$ cat config.mk
export PLATFORM = sky130hd
export DESIGN_NAME = fifo_sync_param
export DESIGN_NICKNAME = d
export VERILOG_FILES = /design/src/rtl/fifo_pkg.sv /design/src/rtl/fifo_sync_param_mem.sv /design/src/rtl/fifo_sync_param.sv
export SDC_FILE = /design/constraint.sdc
export NUM_CORES = 1
export LEC_CHECK = 0
export BUFFER_PORTS_ARGS = -buffer_cell sky130_fd_sc_hd__buf_2
export CORE_UTILIZATION = 28
export DETAILED_ROUTE_END_ITERATION = 12
export PLACE_DENSITY_LB_ADDON = 0.05
export SLEW_MARGIN = 20
export SYNTH_ARGS = -nofsm -noshare
export SYNTH_HDL_FRONTEND = slang
export SYNTH_HIERARCHICAL = 1
export SYNTH_SLANG_ARGS = --single-unit
$ cat constraint.sdc
create_clock -name clk -period 5.42 [get_ports clk]
set_clock_uncertainty 0.05 [all_clocks]
set_input_delay 0.813 -clock clk [delete_from_list [all_inputs] [get_ports clk]]
set_output_delay 0.813 -clock clk [all_outputs]
set_load 0.005 [all_outputs]
$ cat src/rtl/fifo_pkg.sv
// Shared constants, types and helpers for the single-clock FIFO family.
// Level/pointer types are sized from the default address width.
package fifo_pkg;

    localparam int DEF_DSIZE = 32;
    localparam int DEF_ASIZE = 5;

    typedef logic [DEF_ASIZE:0] level_t;
    typedef logic [DEF_ASIZE:0] ptr_t;

    function automatic int fifo_depth(input int asize);
        return 1 << asize;
    endfunction

    function automatic bit afull_th_ok(input int asize, input int th);
        return (th >= 1) && (th <= fifo_depth(asize));
    endfunction

    function automatic bit aempty_th_ok(input int asize, input int th);
        return (th >= 0) && (th <= fifo_depth(asize) - 1);
    endfunction

endpackage

$ cat src/rtl/fifo_sync_param_mem.sv
// Simple dual-port RAM: synchronous write, read port either
// registered (standard mode) or combinational (show-ahead mode).
module fifo_sync_param_mem
    import fifo_pkg::*;
#(
    parameter int DSIZE = DEF_DSIZE,
    parameter int ASIZE = DEF_ASIZE,
    parameter int FWFT  = 0
) (
    input  logic             clk,
    input  logic             rst_n,
    input  logic             wen,
    input  logic [ASIZE-1:0] waddr,
    input  logic [DSIZE-1:0] wdata,
    input  logic             ren,
    input  logic [ASIZE-1:0] raddr,
    output logic [DSIZE-1:0] rdata
);

    localparam int DEPTH = fifo_depth(ASIZE);

    logic [DSIZE-1:0] mem [DEPTH];

    // Storage array is deliberately left unreset.
    always_ff @(posedge clk) begin
        if (wen) begin
            mem[waddr] <= wdata;
        end
    end

    if (FWFT != 0) begin : g_fwft
        assign rdata = mem[raddr];
    end else begin : g_reg
        logic [DSIZE-1:0] rd_q;

        // Output register loads only on an accepted read.
        always_ff @(posedge clk or negedge rst_n) begin
            if (!rst_n) begin
                rd_q <= '0;
            end else if (ren) begin
                rd_q <= mem[raddr];
            end
        end

        assign rdata = rd_q;
    end

endmodule

$ cat src/rtl/fifo_sync_param.sv
// Single-clock parametrised FIFO with show-ahead option, threshold
// flags, fill level and sticky overflow/underflow errors.
module fifo_sync_param
    import fifo_pkg::*;
#(
    parameter int DSIZE     = DEF_DSIZE,
    parameter int ASIZE     = DEF_ASIZE,
    parameter int AFULL_TH  = 28,
    parameter int AEMPTY_TH = 4,
    parameter int FWFT      = 0
) (
    input  logic             clk,
    input  logic             rst_n,
    input  logic [DSIZE-1:0] wdata,
    input  logic             winc,
    input  logic             rinc,
    input  logic             err_clr,
    output logic [DSIZE-1:0] rdata,
    output logic             wfull,
    output logic             rempty,
    output logic             walmost_full,
    output logic             ralmost_empty,
    output logic [ASIZE:0]   level,
    output logic             overflow,
    output logic             underflow
);

    localparam int DEPTH = fifo_depth(ASIZE);

    localparam logic [ASIZE:0] DEPTH_LV = DEPTH[ASIZE:0];
    localparam logic [ASIZE:0] AF_LV    = AFULL_TH[ASIZE:0];
    localparam logic [ASIZE:0] AE_LV    = AEMPTY_TH[ASIZE:0];
    localparam logic [ASIZE:0] ONE      = {{ASIZE{1'b0}}, 1'b1};

    if (ASIZE < 1) begin : g_bad_asize
        $error("fifo_sync_param: ASIZE must be >= 1");
    end

    if (!afull_th_ok(ASIZE, AFULL_TH)) begin : g_bad_afull
        $error("fifo_sync_param: AFULL_TH out of range 1..DEPTH");
    end

    if (!aempty_th_ok(ASIZE, AEMPTY_TH)) begin : g_bad_aempty
        $error("fifo_sync_param: AEMPTY_TH out of range 0..DEPTH-1");
    end

    logic [ASIZE:0] wptr;
    logic [ASIZE:0] rptr;
    logic           wr_ok;
    logic           rd_ok;

    // Acceptance uses the pre-edge flags, so full rejects a write and
    // empty rejects a read even when the other side is active.
    assign wr_ok = winc && !wfull;
    assign rd_ok = rinc && !rempty;

    assign wfull         = (level == DEPTH_LV);
    assign rempty        = (level == '0);
    assign walmost_full  = (level >= AF_LV);
    assign ralmost_empty = (level <= AE_LV);

    // Pointers and occupancy move only on accepted operations.
    always_ff @(posedge clk or negedge rst_n) begin
        if (!rst_n) begin
            wptr  <= '0;
            rptr  <= '0;
            level <= '0;
        end else begin
            if (wr_ok) begin
                wptr <= wptr + ONE;
            end
            if (rd_ok) begin
                rptr <= rptr + ONE;
            end
            unique case ({wr_ok, rd_ok})
                2'b10:   level <= level + ONE;
                2'b01:   level <= level - ONE;
                default: level <= level;
            endcase
        end
    end

    // Sticky errors: a new rejected request wins over a clear.
    always_ff @(posedge clk or negedge rst_n) begin
        if (!rst_n) begin
            overflow  <= 1'b0;
            underflow <= 1'b0;
        end else begin
            if (winc && wfull) begin
                overflow <= 1'b1;
            end else if (err_clr) begin
                overflow <= 1'b0;
            end
            if (rinc && rempty) begin
                underflow <= 1'b1;
            end else if (err_clr) begin
                underflow <= 1'b0;
            end
        end
    end

    fifo_sync_param_mem #(
        .DSIZE (DSIZE),
        .ASIZE (ASIZE),
        .FWFT  (FWFT)
    ) u_mem (
        .clk   (clk),
        .rst_n (rst_n),
        .wen   (wr_ok),
        .waddr (wptr[ASIZE-1:0]),
        .wdata (wdata),
        .ren   (rd_ok),
        .raddr (rptr[ASIZE-1:0]),
        .rdata (rdata)
    );

endmodule

==> impl_metrics.ini <==
[final_layout]
fillerInstances = 14140
nets = 2519
fin_area_um2 = 49530
fin_util_pct = 33.42
drive_gt1_share_pct = 17.20
finalNonFillerCells = 4520
syn2layout_area_growth_pct = 17.97

[timing]
worst_pin_slew_ns = 1.080
hold_viol = 0
rsz0062_at_grt = false
tns_ns = 0
fmax_mhz = 276.5
setup_viol = 0
relSlewSlack_pct = 27.98
drv_slew = 0
period_share_pct = 66.74
finalCriticalPeriod_ns = 3.617

[synthesis]
ys.warnings.count = 6
netlist_area_um2 = 41980
ys_seq_area_share_pct = 76.23
synthCells = 2296
syn_avg_cell_area_um2 = 18.28
synth.distinct_cells = 49
synth_nets = 2338
ys_ff_latch = 1074

[pwr]
pwr-share-seq_pct = 38.0
power.leakage_nw = 16.90
p_sw_w = 0.009203
p_comb_share_pct = 30.2
power.internal_w = 0.01778
powerDensity_nw_per_um2 = 544.8
p_sw_share_pct = 34.11
peakVddDrop_mv = 0.3211
clockPowerShare_pct = 31.9

[worst_setup_path]
cp-start-kind = register
crit_arrival_ns = 4.24
cp_max_fo = 39
path_class = reg -> reg
worstPathRequired_ns = 6.04
endpoint_kind = register

[detailed_routing]
wirelength_um = 132600
wl_per_cell_um = 29.33
vias = 21840
firstDrtPassIters = 5
drc = 0
drt_iter0_markers = 1653
vias_per_cell = 4.831
postRouteAntennaNets = 0

[place]
dp_hpwl_um = 83160
postPlaceCellArea_um2 = 45270
dp.cells = 4273
port_buffers = 80
gp_congestion = 0.7374

[clock_tree]
cts_tree = built
cts_sinks = 1074
clk_latency_ns = 0.76
cts_buffers = 130
clockBufferDepth = 3
root_buffer = clkbuf_16
post_cts_buffers = 0
htreeDepth = 4
ctsResizeCount = 0
clk_pin_slew_ns = 0.06
ctsHoldBuffers = 1

[global_route]
grt_use_total_pct = 17.38
grt_pass1_wl_um = 181500
grt_max_degree = 104
globalRouteOverflowTotal = 0
first_global_vias = 21870
antenna_found_initial = 14

[die]
design.die.area_um2 = 151500
die_y_um = 389.2
num_rows = 141
io_pins = 81
fp.dieW_um = 389.2
start_util_pct = 28.33
coreArea_um2 = 148200

[hold_path]
worst_hold_path_type = in -> reg

[run]
cap_violations = 0

[outcome]
status = finished clean
==> metal layers <==
metal	GRT usage [%]	share of wire [%]
met5	0	0.0098
met4	4.431	1.9
met3	3.131	4.3
met2	28.13	48
met1	23.99	46
==> area by class of cell <==
type	instances	area (µm²)	area share, %
inverters	6	22.52	0.04548
diodes	8	20.02	0.04042
repair buffers	186	1514	3.057
multi-input cells	1079	9340	18.86
flip-flops and latches	1074	32000	64.62
well taps	1930	2415	4.876
clock inverters	65	684.4	1.382
clock buffers	172	3525	7.117
==> state kept, by name (all words and copies together) (netlist names) <==
register / flops
rptr: 5
underflow: 1
wptr: 5
overflow: 1
u_mem/rdata: 32
u_mem/mem: 1024
level: 6
==> worst max-delay path, stage by stage, from the launching register on <==
cell	delay, ns
dfrtp_4	1.09
buf_12	0.36
mux2i_1	0.12
a22oi_1	0.45
a21oi_1	0.24
nor4_1	0.86
mux2_2	0.29
==> per-stage QoR <==
stage / worst slack, ns / total power, W / hold WS, ns
final: 1.803 / 0.02698 / 0.2674
after global routing: 1.668 / 0.02812 / 0.2390
after CTS: 1.808 / 0.02748 / 0.2004
after global placement: 1.760 / 0.01872 / 0.4362
after floorplan: 1.810 / 0.01508 / 0.4396
after detailed placement: 1.678 / 0.01878 / 0.4411
==> cell families (layout without fill, tap and decap cells) <==
kind of cell             count (synthesis)  count (layout)  share of synthesized area, %
AO/OA/AOI/OAI                          403             403                         6.467
XOR/XNOR                                15              15                        0.3129
adder cells (fa/ha/maj)                  5               5                        0.1490
buffers and inverters                  143             429                         2.205
flip-flops                            1074            1074                         76.23
multiplexers                           547             547                         13.16
other                                    0               8                             0
AND/OR/NAND/NOR                        109             109                         1.475
==> cell usage after synthesis (all sizes together) <==
library cell  number  area share, %
o21ai              4          0.048
inv                6          0.054
o31ai              1          0.018
buf               81            1.6
o41ai              1          0.021
nand2b             3          0.045
nand3              3          0.036
nor4              33           0.53
mux2i            512             12
or2                1          0.015
a22o               2          0.042
a32oi              1          0.021
ha                 5           0.15
xor2               7           0.15
nor4b              1          0.021
a31oi              1          0.051
nor2              36           0.32
and3               1          0.015
nand2              5          0.045
or3                1          0.015
nand3b             6           0.11
a21boi             1          0.027
nand4              4          0.060
a2111oi            2          0.045
clkbuf            56           0.53
mux2              35           0.96
dfrtp             50            3.0
a21oi            132            1.6
xnor2              8           0.17
o2111a             1          0.027
and3b              4          0.083
a22oi            256            4.6
nor2b              4          0.060
edfxtp          1024             73
o211ai             1          0.018
or3b               3          0.063
and2               2          0.030
nand4b             1          0.021
nor3               1          0.012
==> power by group through the flow <==
stage                     logic (W)  registers [W]  clock network (W)
final                       0.00814         0.0102            0.00859
after global routing        0.00867         0.0103            0.00914
after CTS                   0.00838         0.0103            0.00885
after detailed placement    0.00836         0.0104                  0
after global placement      0.00831         0.0104                  0
after floorplan             0.00488         0.0102                  0
==> final timing paths <==
kind	from	to	cells after the start	slack, ns
max in group asynchronous	rst_n	rptr[0]	3	3.73
min in group asynchronous	rst_n	level[5]	2	0.48
max	rptr[0]	u_mem/rdata[5]	6	1.80
min reg2reg	u_mem/rdata[9]	u_mem/rdata[9]	1	0.45
min	rinc	underflow	2	0.27
max reg2reg	rptr[0]	u_mem/rdata[5]	6	1.80
==> layout by cell type (no fill, tap or decap), types with 7 or more instances in the layout <==
master     instances
a21oi_1          132
a22oi_1          256
buf_12            18
buf_2             79
buf_4             83
bufinv_16         12
clkbuf_1          34
clkbuf_16        133
clkinv_1          26
clkinv_2          14
dfrtp_1           49
diode_2            8
edfxtp_1        1024
mux2_2            33
mux2i_1          512
nor2_4            33
nor4_1            32
xnor2_1            8
xor2_1             7
Note: power is estimated with default switching activity, not from simulation.
